===== src/rtl/fetch_pkg.sv =====
// Shared constants and types for the fetch stage: the NOP used for IF/ID bubbles,
// the fetch FSM states and the IF/ID register operation encoding.
package fetch_pkg;

    localparam logic [31:0] NOP_INSTR = 32'h0000_0013;

    typedef enum logic {
        RUN   = 1'b0,
        FAULT = 1'b1
    } fetch_state_t;

    // One-hot-free encoding of what the IF/ID register does on the next edge.
    typedef enum logic [1:0] {
        IFID_HOLD  = 2'b00,
        IFID_LOAD  = 2'b01,
        IFID_FLUSH = 2'b10
    } ifid_op_t;

endpackage


===== src/rtl/fetch_if.sv =====
// Fetch-stage bundle: ROM fetch path, next-PC control from execute and the IF/ID outputs.
// master = fetch stage side, slave = surrounding pipeline/ROM side.
interface fetch_if #(
    parameter int DATA_WIDTH = 32
);
    logic [DATA_WIDTH-1:0] addr_o;
    logic [DATA_WIDTH-1:0] instr_i;
    logic                  stall_i;
    logic                  redirect_i;
    logic [DATA_WIDTH-1:0] redirect_target_i;
    logic [DATA_WIDTH-1:0] instr_o;
    logic [DATA_WIDTH-1:0] pc_o;
    logic                  valid_o;
    logic                  fault_o;
    logic                  misalign_o;

    modport master (
        output addr_o, instr_o, pc_o, valid_o, fault_o, misalign_o,
        input  instr_i, stall_i, redirect_i, redirect_target_i
    );

    modport slave (
        input  addr_o, instr_o, pc_o, valid_o, fault_o, misalign_o,
        output instr_i, stall_i, redirect_i, redirect_target_i
    );
endinterface


===== src/rtl/if_id_reg.sv =====
// IF/ID pipeline register: load a fetched instruction with its PC, hold it, or flush
// it to a NOP bubble (a flush keeps the last PC so pc_o only moves on real loads).
module if_id_reg
    import fetch_pkg::*;
#(
    parameter int DATA_WIDTH = 32
) (
    input  logic                  clk_i,
    input  logic                  rst_i,
    input  ifid_op_t              op,
    input  logic [DATA_WIDTH-1:0] instr_d,
    input  logic [DATA_WIDTH-1:0] pc_d,
    output logic [DATA_WIDTH-1:0] instr,
    output logic [DATA_WIDTH-1:0] pc,
    output logic                  valid
);

    // NOTE: sequential state uses non-blocking assignments so every flop samples
    // pre-edge values regardless of the order the blocks are evaluated in.
    always_ff @(posedge clk_i) begin
        if (rst_i) begin
            instr <= DATA_WIDTH'(NOP_INSTR);
            pc    <= '0;
            valid <= 1'b0;
        end else begin
            unique case (op)
                IFID_LOAD: begin
                    instr <= instr_d;
                    pc    <= pc_d;
                    valid <= 1'b1;
                end
                IFID_FLUSH: begin
                    instr <= DATA_WIDTH'(NOP_INSTR);
                    valid <= 1'b0;
                end
                default: ;
            endcase
        end
    end

endmodule


===== src/rtl/fetch_stage.sv =====
// Program counter and fetch control: drives the ROM address, handles stall/redirect
// and stops in FAULT on an out-of-range fetch. Define FETCH_MISALIGN_TRAP_EN to trap
// misaligned redirect targets instead of silently word-aligning them.
module fetch_stage
    import fetch_pkg::*;
#(
    parameter int                    DATA_WIDTH       = 32,
    parameter logic [DATA_WIDTH-1:0] FIRST_INSTR_ADDR = 32'hBFC0_0000,
    parameter logic [DATA_WIDTH-1:0] LAST_INSTR_ADDR  = 32'hBFC0_0FFF
) (
    input  logic  clk_i,
    input  logic  rst_i,
    fetch_if.master bus
);

    fetch_state_t          state_q, state_d;
    logic [DATA_WIDTH-1:0] pc_q, pc_d;
    logic [DATA_WIDTH-1:0] target_eff;
    logic [DATA_WIDTH-1:0] pc_inc;
    logic [DATA_WIDTH-1:0] pc_cand;
    logic                  cand_legal;
    ifid_op_t              ifid_op;
`ifdef FETCH_MISALIGN_TRAP_EN
    logic                  misalign_q, misalign_d;
    logic                  target_misaligned;
`endif

    // Candidate next PC and its range check; the extra top bit keeps pc+3 from wrapping.
    always_comb begin
`ifdef FETCH_MISALIGN_TRAP_EN
        target_misaligned = |bus.redirect_target_i[1:0];
        target_eff        = bus.redirect_target_i;
`else
        target_eff        = bus.redirect_target_i & ~DATA_WIDTH'(3);
`endif
        pc_inc     = pc_q + DATA_WIDTH'(4);
        pc_cand    = bus.redirect_i ? target_eff : pc_inc;
        cand_legal = ({1'b0, pc_cand} >= {1'b0, FIRST_INSTR_ADDR}) &&
                     ({1'b0, pc_cand} + (DATA_WIDTH+1)'(3) <= {1'b0, LAST_INSTR_ADDR});
    end

    // State register
    always_ff @(posedge clk_i) begin
        if (rst_i) begin
            state_q    <= RUN;
            pc_q       <= FIRST_INSTR_ADDR;
`ifdef FETCH_MISALIGN_TRAP_EN
            misalign_q <= 1'b0;
`endif
        end else begin
            state_q    <= state_d;
            pc_q       <= pc_d;
`ifdef FETCH_MISALIGN_TRAP_EN
            misalign_q <= misalign_d;
`endif
        end
    end

    // Next-state logic: redirect beats stall; an illegal candidate freezes the PC.
    // NOTE: every combinational output gets a default first so no path infers a latch.
    always_comb begin
        state_d    = state_q;
        pc_d       = pc_q;
`ifdef FETCH_MISALIGN_TRAP_EN
        misalign_d = misalign_q;
`endif
        if (state_q == RUN) begin
`ifdef FETCH_MISALIGN_TRAP_EN
            if (bus.redirect_i && target_misaligned) begin
                state_d    = FAULT;
                misalign_d = 1'b1;
            end else
`endif
            if (bus.redirect_i || !bus.stall_i) begin
                if (cand_legal) pc_d = pc_cand;
                else            state_d = FAULT;
            end
        end
    end

    // Output logic. An advance into an illegal PC still loads the current word.
    always_comb begin
        ifid_op = IFID_HOLD;
        if (state_q == FAULT || bus.redirect_i) ifid_op = IFID_FLUSH;
        else if (!bus.stall_i)                  ifid_op = IFID_LOAD;
    end

    assign bus.addr_o     = pc_q;
    assign bus.fault_o    = (state_q == FAULT);
`ifdef FETCH_MISALIGN_TRAP_EN
    assign bus.misalign_o = misalign_q;
`else
    assign bus.misalign_o = 1'b0;
`endif

    if_id_reg #(
        .DATA_WIDTH(DATA_WIDTH)
    ) u_if_id_reg (
        .clk_i   (clk_i),
        .rst_i   (rst_i),
        .op      (ifid_op),
        .instr_d (bus.instr_i),
        .pc_d    (pc_q),
        .instr   (bus.instr_o),
        .pc      (bus.pc_o),
        .valid   (bus.valid_o)
    );

endmodule


===== src/flat_wrapper.sv =====
// flat-port wrapper written by rule: the top's interface ports become plain ports
module fetch_stage_flat import fetch_pkg::*;
#(
    parameter int                    DATA_WIDTH       = 32,
    parameter logic [DATA_WIDTH-1:0] FIRST_INSTR_ADDR = 32'hBFC0_0000,
    parameter logic [DATA_WIDTH-1:0] LAST_INSTR_ADDR  = 32'hBFC0_0FFF
)
  (clk_i, rst_i, bus_addr_o, bus_instr_o, bus_pc_o, bus_valid_o, bus_fault_o, bus_misalign_o, bus_instr_i, bus_stall_i, bus_redirect_i, bus_redirect_target_i);
  fetch_if #(.DATA_WIDTH(DATA_WIDTH)) bus_i ();
  input  logic clk_i;
  input  logic rst_i;
  output wire logic [$bits(bus_i.addr_o)-1:0] bus_addr_o;
  output wire logic [$bits(bus_i.instr_o)-1:0] bus_instr_o;
  output wire logic [$bits(bus_i.pc_o)-1:0] bus_pc_o;
  output wire logic [$bits(bus_i.valid_o)-1:0] bus_valid_o;
  output wire logic [$bits(bus_i.fault_o)-1:0] bus_fault_o;
  output wire logic [$bits(bus_i.misalign_o)-1:0] bus_misalign_o;
  input wire logic [$bits(bus_i.instr_i)-1:0] bus_instr_i;
  input wire logic [$bits(bus_i.stall_i)-1:0] bus_stall_i;
  input wire logic [$bits(bus_i.redirect_i)-1:0] bus_redirect_i;
  input wire logic [$bits(bus_i.redirect_target_i)-1:0] bus_redirect_target_i;
  assign bus_addr_o = bus_i.addr_o;
  assign bus_instr_o = bus_i.instr_o;
  assign bus_pc_o = bus_i.pc_o;
  assign bus_valid_o = bus_i.valid_o;
  assign bus_fault_o = bus_i.fault_o;
  assign bus_misalign_o = bus_i.misalign_o;
  assign bus_i.instr_i = bus_instr_i;
  assign bus_i.stall_i = bus_stall_i;
  assign bus_i.redirect_i = bus_redirect_i;
  assign bus_i.redirect_target_i = bus_redirect_target_i;
  fetch_stage #(.DATA_WIDTH(DATA_WIDTH), .FIRST_INSTR_ADDR(FIRST_INSTR_ADDR), .LAST_INSTR_ADDR(LAST_INSTR_ADDR)) u_core (.clk_i(clk_i), .rst_i(rst_i), .bus(bus_i));
endmodule

===== config.mk =====
export PLATFORM = sky130hd
export DESIGN_NAME = fetch_stage_flat
export DESIGN_NICKNAME = d
export VERILOG_FILES = /design/src/rtl/fetch_pkg.sv /design/src/rtl/fetch_if.sv /design/src/rtl/if_id_reg.sv /design/src/rtl/fetch_stage.sv /design/src/flat_wrapper.sv
export SDC_FILE = /design/constraint.sdc
export NUM_CORES = 1
export LEC_CHECK = 0
export ABC_AREA = 1
export BUFFER_PORTS_ARGS = -buffer_cell sky130_fd_sc_hd__buf_2
export CAP_MARGIN = 20
export CORE_MARGIN = 2
export CORE_UTILIZATION = 41
export CTS_CLUSTER_DIAMETER = 100
export DETAILED_ROUTE_END_ITERATION = 10
export PLACE_DENSITY = 0.68
export SYNTH_ARGS = -nofsm -noshare
export SYNTH_HDL_FRONTEND = slang
export SYNTH_SLANG_ARGS = --single-unit

===== constraint.sdc =====
create_clock -name clk_i -period 3.9 [get_ports clk_i]
set_clock_uncertainty 0.15 [all_clocks]
set_input_delay 0.39 -clock clk_i [delete_from_list [all_inputs] [get_ports clk_i]]
set_output_delay 0.39 -clock clk_i [all_outputs]
set_load 0.05 [all_outputs]

# ---- Word level (Yosys, flattened, before mapping)
# Cells that the tools add are included.
dict set report word_totals {
  ff_bits 98
  in_bits 68
  word_cells 26
}
dict set report classes {
  addsub 2
  magnitude_cmp 2
  eq_ne 2
  n_mux 8
  bitwise 1
  n_reduce_logical 6
}
# cell count
set ops {}
lappend ops {{$pmux 32 s2} 1}
lappend ops {{$add 32x2->33 const B} 1}
lappend ops {{$le 33x32->1 const B} 1}
lappend ops {{$add 32x3->32 const B} 1}
lappend ops {{$ge 32x32->1 const B} 1}
lappend ops {{$mux 32} 1}
lappend ops {{$mux 1} 4}
lappend ops {{$reduce_and 3->1} 1}
lappend ops {{$eq 2x1->1 const B} 1}
lappend ops {{$eq 2x2->1 const B} 1}
lappend ops {{$logic_or 1x1->1} 2}
lappend ops {{$mux 2} 1}
lappend ops {{$pmux 1 s2} 1}
lappend ops {{$reduce_bool 2->1} 1}
lappend ops {{$logic_and 1x1->1} 1}
lappend ops {{$logic_not 1->1} 1}
lappend ops {{$not 1->1} 1}

# ---- Logic depth before layout (Yosys ltp)
# Gate-level depths: netlist of the first run.
dict set report depth {
  word_depth 8
  depth_mapped 28
}

# ---- Cells and area by module
# A second synthesis of the first run with hierarchy kept.
dict set report unflattened {
  hier_cells 1019
  hier_area_um2 6043.3
}
# mod instances cells_per_inst area_per_inst_um2
set by_module_without_submodules {}
lappend by_module_without_submodules {fetch_stage 1 731 3754.9}
lappend by_module_without_submodules {if_id_reg 1 288 2288.4}

# ---- Worst setup path before layout of the first run
# Ideal clock, no wire load.
dict set report synth_path {
  kind {register to register}
  startpoint {reg u_core.pc_q[2] (netlist: u_core.bus.addr_o[2])}
  endpoint {reg u_core.pc_q[1] (netlist: u_core.bus.addr_o[1])}
  setup_ns 0.114
  arrival_time_ns 3.193
  required_time_ns 3.636
  setup_slack_ns 0.443
  stages_incl_launch_ff 24
  n_path_buf 1
  path_cell_list {dfxtp_1 > ha_1 > nand2_2 > nor2_4 > nand3_1 > nand3_1 > nand2_2 > nor2_4 > nand3_4 > nor2_4 > nand2_2 > nor2_2 > nand2_1 > nand2_1 > nand2_1 > nor2_1 > nand3_1 > nor2_1 > nor2_1 > nand2_4 > nand3_4 > buf_2 > o21bai_1 > inv_1}
}
dict set report synth_via {
  elab_chain_cells 6
  elab_cells_between_ends 7
  classes_between {add/sub: 2; order compare: 2; mux: 1; reduce/logical: 2}
}
# element line
set synth_lines {}
lappend synth_lines {{start, declared} fetch_stage.sv:17} ;# logic [DATA_WIDTH-1:0] pc_q, pc_d;
lappend synth_lines {{start signal, assigned} fetch_stage.sv:52} ;# pc_q <= pc_d;
lappend synth_lines {{$add 32x3->32 (*)} fetch_stage.sv:36} ;# pc_inc = pc_q + DATA_WIDTH'(4);
lappend synth_lines {{$mux 32 (*)} fetch_stage.sv:37} ;# pc_cand = bus.redirect_i ? target_eff : pc_inc;
lappend synth_lines {{$add 32x2->33} fetch_stage.sv:39} ;# ({1'b0, pc_cand} + (DATA_WIDTH+1)'(3) <= {1'b0, LAST_INSTR_ADDR});
lappend synth_lines {{$le 33x32->1} fetch_stage.sv:39}
lappend synth_lines {{$logic_and 1x1->1 (*)} fetch_stage.sv:38} ;# cand_legal = ({1'b0, pc_cand} >= {1'b0, FIRST_INSTR_ADDR}) &&
lappend synth_lines {{$reduce_and 3->1 (no line) (*)} -}
# Mark *: on every way between the ends. The rest lies on a longest branch, timed or not.
# A chain may end at the register's enable or synchronous reset.

# ---- Worst setup path after layout of the first run
dict set report layout_path {
  startpoint {reg u_core.pc_q[3] (netlist: u_core.bus.addr_o[3])}
  endpoint {reg u_core.pc_q[2] (netlist: u_core.bus.addr_o[2])}
}
# Same word-level chain as after synthesis.

==> flow_summary.yaml, run 1 <==
power_and_ir_drop:
  power.leakage_nw: 3.62
  p_clk_share_pct: 36.4
  p_int_mw: 1.80
  p_sw_share_pct: 33.4
  pwr-share-seq_pct: 40.6
  p_sw_mw: 0.903
  power_density_mw_per_mm2: 367
  irDropWorstVdd_mv: 0.330
  p_comb_share_pct: 23.0
sta:
  rsz0062_at_grt: "no"
  hold_viol: 0
  setup_viol: 0
  worstMarginPinSlew_ns: 0.834
  fmax_ghz: 0.284
  maxSlewViolCount: 0
  period_minus_slack_ns: 3.53
  setup_tns_ns: 0
  relSlewSlack_pct: 44.2
  min_period_over_period_pct: 90.4
floorplan:
  initial_utilization_pct: 41.6
  dieArea_mm2: 0.0156
  die-width_um: 125
  core_area_mm2: 0.0144
  die_h_um: 125
  core.rowCount: 44
  ios: 167
final_layout:
  nets: 1234
  final_area_mm2: 0.00736
  instances_no_fill: 1352
  drive_above_1_share_pct: 22.8
  multiInputGateArea_mm2: 0.00349
  antennaDiodeCount: 0
  syn2layout_area_growth_pct: 22.7
  regArea_mm2: 0.00196
  fill_cells: 1560
setup_path:
  arrival_ns: 3.66
  worstPathRequired_ns: 4.03
  cp_common_cell: "nand2_1"
  critPathMaxStageDelay_ns: 0.39
  worstSetupEndpointType: "flop"
  startpoint_type: "flop"
  slowest_stage: "dfxtp_2"
  crit_type: "reg -> reg"
  critPathMaxFanout: 11
grt:
  grt_pass1_vias: 5960
  grt_usage_pct: 22.8
  antenna_found_initial: 0
  grt_max_degree: 48
  grt-ovfl-total: 0
  grt_pass1_wl_mm: 29.1
clock_tree:
  cts.path.max_buffers: 2
  numCtsBuffers: 9
  clockRootBuffer: "clkbuf_16"
  clk_latency_ns: 0.35
  cts_tree: "built"
  htree_levels: 3
  path_clk_slew_ns: 0.07
  cts_sinks: 98
logic_synthesis:
  synth_top_cell_area_share_pct: 32.7
  syn_nets: 1081
  async_flop_share_pct: 0
  ys_types: 38
  synth.area.top_cells: "dfxtp_1, nand2_1, nor2_1, nand3_1, inv_1"
  synth_largest_area_cell: "dfxtp_1"
  ys_warn_count: 0
  seq_area_frac_synth_pct: 32.7
  syn-cell-area_mm2: 0.00600
  syn_inst: 1010
  ys_seq_elements: 98
  syn_avg_cell_area_um2: 5.94
  synthFlopType: "dfxtp_1"
  synth_edf_count: 0
drt:
  vias_per_cell: 4.91
  wl_per_cell_um: 13.6
  drt-initial-drc-count: 403
  route.vias.total: 6632
  drcViolationCount: 0
  drtAntennaViolNets: 0
  wirelength_mm: 18.4
  dr.pass1.iters: 5
placement:
  port_buffers: 163
  place.gp.congestion: 0.913
  dp_hpwl_mm: 14.5
  placed_cell_area_mm2: 0.00701
  post-place-cells: 1334
status:
  status: "finished clean"
worst_hold_path:
  hold_class: "in -> reg"
flow_run:
  drv_cap: 0
==> worst max-delay path: cells and delay by family (launching register included) <==
family                     cells  cell delay [ns]
and+or+nand+nor               23             2.38
DFF                            1             0.39
buffers and inverters          2             0.30
adders and majority gates      1             0.24
==> kinds of logic (layout without fill, tap and decap cells) <==
kind of cell / after synthesis / in the layout / share of synthesized area (%)
and+or+nand+nor: 637 / 638 / 45.7
buffers and inverters: 143 / 300 / 9.57
AOI/OAI and AO/OA: 125 / 125 / 10.9
DFF: 98 / 98 / 32.7
adders and majority gates: 3 / 3 / 0.626
xor gates and xnor gates: 3 / 3 / 0.438
other: 1 / 1 / 0.0625
==> cell usage in the layout, fill, tap and decap left out, types with 4 or more instances in the layout <==
master / n
nand2_1: 337
inv_1: 92
inv_2: 15
nor3_1: 4
buf_4: 12
nor2_2: 10
nor2_1: 149
nor2_4: 10
o21ai_1: 6
buf_2: 163
clkbuf_16: 9
dfxtp_1: 96
nand4_1: 20
or2_2: 13
o21ai_0: 42
a21oi_1: 66
nand2_2: 14
nand3_1: 71
==> final timing paths <==
kind | startpoint | end | slack [ns] | depth (start not counted)
setup reg to reg | u_core.bus.addr_o[3]$_SDFFE_PP0P_ | u_core.bus.addr_o[2]$_SDFFE_PP0P_ | 0.37 | 26
hold reg to reg | u_core.u_if_id_reg.instr[2]$_SDFFE_PP0P_ | u_core.u_if_id_reg.instr[2]$_SDFFE_PP0P_ | 0.31 | 2
hold / removal | bus_instr_i[4] | u_core.u_if_id_reg.instr[4]$_SDFFE_PP1P_ | 0.11 | 3
setup / recovery | u_core.bus.addr_o[3]$_SDFFE_PP0P_ | u_core.bus.addr_o[2]$_SDFFE_PP0P_ | 0.37 | 26
==> final cells by class <==
| type | count | area share (%) |
|---|---|---|
| clock buffers | 11 | 3.30 |
| clock inverters | 5 | 1.17 |
| inverters | 107 | 5.45 |
| multi-input cells | 770 | 47.4 |
| flip-flops and latches | 98 | 26.7 |
| well taps | 184 | 3.13 |
| repair buffers | 177 | 12.8 |
==> flip-flops by register name, indices dropped and copies added, names as in the netlist <==
name / count
u_core.bus.addr_o: 32
u_core.u_if_id_reg.pc: 32
u_core.bus.fault_o: 1
u_core.u_if_id_reg.valid: 1
u_core.u_if_id_reg.instr: 32
==> cell usage after synthesis, types with 2 or more instances <==
master / instances
nand2_1: 337
nor2_1: 153
dfxtp_1: 98
inv_1: 92
nand3_1: 71
a21oi_1: 66
o21ai_0: 42
clkbuf_1: 22
nand4_1: 20
inv_2: 15
nand2_2: 14
or2_2: 13
buf_2: 9
nor2_4: 8
nor2_2: 7
o21ai_1: 6
nor3_1: 4
buf_4: 3
ha_1: 3
o22ai_1: 3
a21oi_2: 2
buf_6: 2
nand3_4: 2
o21ai_2: 2
o21bai_1: 2
xor2_1: 2
==> power by group through the flow <==
stage	clock network (mW)	registers, mW	logic, mW
floorplan	0	1.28	0.282
CTS	0.995	1.10	0.622
finish	0.984	1.10	0.622
global placement	0	1.12	0.618
global route	1.04	1.10	0.682
detailed placement	0	1.12	0.619
==> metal layers <==
layer  routed length (µm)  vias up  track usage [%]
met4                  466        0             7.25
met3                 1300       34             4.92
met1                 8340     2910             30.8
met2                 8330      207             36.5
met5                    0        -                0
li1                     -     3481                -
==> what timing repair did <==
action	in CTS	in global routing
hold buffers	0	0
buffers inserted	0	1
setup endpoints to repair	0	32
resized for setup	0	6
==> through the flow <==
stage / setup slack (ns) / hold slack, ns / power (mW) / utilization [%]
3_5_place_dp: 0.253 / 0.302 / 1.74 / 48.6
6_report: 0.374 / 0.112 / 2.70 / 51.1
3_3_place_gp: 0.270 / 0.295 / 1.74 / 48.6
5_1_grt: 0.0497 / 0.120 / 2.83 / 51.1
2_1_floorplan: 0.443 / 0.368 / 1.57 / -
4_1_cts: 0.248 / 0.110 / 2.71 / 50.9
Power figures use the tool's default switching activity.
==> run 2: changes to the inputs <==
--- a/config.mk
+++ b/config.mk
@@ -15,4 +15,5 @@
 export PLACE_DENSITY = 0.68
 export SYNTH_ARGS = -nofsm -noshare
 export SYNTH_HDL_FRONTEND = slang
+export SYNTH_HIERARCHICAL = 1
 export SYNTH_SLANG_ARGS = --single-unit
==> run 2 against run 1 <==
Via count rose by 1.2%. Sequential power barely moved. Worst hold slack improved by 0.013 ns. Critical path type unchanged. Largest cell class unchanged. Largest power group unchanged. Highest routed layer unchanged.
==> flow_summary.yaml, run 2 <==
status:
  status: "finished clean"
drt:
  drt-initial-drc-count: 490
  wl_per_cell_um: 13.7
  vias_per_cell: 4.94
  dr.pass1.iters: 5
  drtAntennaViolNets: 0
  drcViolationCount: 0
  route.vias.total: 6713
  wirelength_mm: 18.7
final_layout:
  final_common_cell: "nand2_1"
  drive_above_1_share_pct: 21.5
  nets: 1243
  syn2layout_area_growth_pct: 21.4
  final_cell_mix: "nand2_1, nor2_1, buf_2"
  antennaDiodeCount: 0
  fill_cells: 1560
clock_tree:
  path_clk_slew_ns: 0.07
  cts_sinks: 98
  clk_latency_ns: 0.34
  clockRootBuffer: "clkbuf_16"
  cts_tree: "built"
  htree_levels: 3
  numCtsBuffers: 9
  cts.path.max_buffers: 2
floorplan:
  core.rowCount: 44
  dieArea_mm2: 0.0157
  ios: 167
  die_h_um: 125
  initial_utilization_pct: 41.7
  die-width_um: 125
  core_area_mm2: 0.0145
placement:
  dp_hpwl_mm: 14.3
  post-place-ws_ns: 0.121
  place.gp.congestion: 0.925
  port_buffers: 163
setup_path:
  worstSetupEndpointType: "flop"
  slowest_stage: "dfxtp_1"
  arrival_ns: 3.61
  cp_common_cell: "nand2_1"
  critPathMaxFanout: 19
  reg2reg_depth: 22
  worstPathRequired_ns: 3.98
  path_cells: "nand2_1, nor2_4, nand3_1, o21ai_1, nand2_1, nand2_1, o21ai_0, nor2_1, nand2_1, nor2_1, nand4_1, nand2_1, nand2_1, nor2_1, nand3_1, nand2_1, nand3_2, nand3_4, buf_6, nand2_1, inv_1, nor2_1"
  critPathMaxStageDelay_ns: 0.51
  crit_type: "reg -> reg"
  startpoint_type: "flop"
logic_synthesis:
  synth.area.top_cells: "dfxtp_1, nand2_1, nor2_1, nand3_1, inv_1"
  synthTopCellsByCount: "nand2_1, nor2_1, dfxtp_1"
  yosysMostFrequentCell: "nand2_1"
  async_flop_share_pct: 0
  seq_area_frac_synth_pct: 32.5
  ys_seq_elements: 98
  ys_types: 33
  synth_edf_count: 0
  syn-cell-area_mm2: 0.00604
  syn_nets: 1093
  synth_largest_area_cell: "dfxtp_1"
  ys_warn_count: 6
  syn_avg_cell_area_um2: 5.93
  synth_top_cell_area_share_pct: 32.5
  synthFlopType: "dfxtp_1"
  syn_inst: 1019
sta:
  min_period_over_period_pct: 90.5
  hold_slack_ns: 0.125
  fmax_ghz: 0.283
  relSlewSlack_pct: 38.7
  maxSlewViolCount: 0
  worstMarginPinSlew_ns: 0.918
  setup_viol: 0
  hold_viol: 0
  period_minus_slack_ns: 3.53
  timing.final.ws_setup_ns: 0.369
power_and_ir_drop:
  irDropWorstVdd_mv: 0.322
  p_total_mw: 2.66
  power.leakage_nw: 3.74
  power_density_mw_per_mm2: 363
flow_run:
  drv_cap: 0
grt:
  grt-ovfl-total: 0
  grt_max_degree: 38
  grt_usage_pct: 23.5
  grt_pass1_vias: 6237
  grt_pass1_wl_mm: 30.4
  antenna_found_initial: 0
worst_hold_path:
  hold_depth: 3
  hold_class: "in -> reg"
## run 2: final cells by class
type | instances | area (µm²) | share of cell area (%)
multi-input cells | 792 | 3560 | 48.6
flip-flops and latches | 98 | 1960 | 26.8
repair buffers | 173 | 927 | 12.6
inverters | 95 | 357 | 4.86
well taps | 184 | 230 | 3.14
clock buffers | 9 | 225 | 3.07
clock inverters | 7 | 70.1 | 0.955
## run 2: cell families (layout without fill, tap and decap cells)
logic type / count (synthesis) / in the layout / share of synthesized area, %
other cells: 1 / 1 / 0.0621
flops: 98 / 98 / 32.5
buf+inv: 129 / 284 / 9.21
xor+xnor: 6 / 6 / 0.870
simple gates: 688 / 688 / 48.3
fa+ha+maj: 6 / 6 / 1.24
compound gates: 91 / 91 / 7.83
## run 2: per-layer routing
metal | global-route usage [%] | wire length (µm)
met5 | 0 | 0
met3 | 6.08 | 1470
met2 | 38.2 | 8410
met1 | 30.8 | 8420
met4 | 7.12 | 367
## run 2: through the flow
step                cells  setup TNS [ns]  utilization (%)  area [µm²]
global placement     1341               0             48.1        6970
floorplan            1019               0                -        6040
finish               1358               0             50.7        7330
detailed placement   1341               0             48.1        6970
CTS                  1357               0             50.2        7260
global route         1358         -0.0741             50.7        7330
## run 2: critical path: cells and delay by family (launching register included)
kind / cells / cell delay, ns
compound gates: 2 / 0.28
buf+inv: 2 / 0.25
flops: 1 / 0.51
simple gates: 18 / 2.22
## run 2: path summary, 6_finish.rpt
path / start / end / slack, ns
worst max-delay path: u_core/bus.addr_o[4]$_SDFFE_PP0P_ / u_core/bus.addr_o[19]$_SDFFE_PP0P_ / 0.37
worst min-delay path: bus_instr_i[0] / u_core/u_if_id_reg/instr[0]$_SDFFE_PP1P_ / 0.13
worst max register to register: u_core/bus.addr_o[4]$_SDFFE_PP0P_ / u_core/bus.addr_o[19]$_SDFFE_PP0P_ / 0.37
worst min register to register: u_core/u_if_id_reg/instr[31]$_SDFFE_PP0P_ / u_core/u_if_id_reg/instr[31]$_SDFFE_PP0P_ / 0.31
## run 2: power by group
group	internal, mW	total [mW]	switching (mW)
Clock	0.496	0.885	0.389
Sequential	1.06	1.11	0.0547
Combinational	0.176	0.665	0.489
## run 2: timing repair
action,4_1_cts,5_1_grt
buffers inserted,0,0
setup endpoints to repair,0,32
hold buffers,0,0
gates resized for setup,0,13
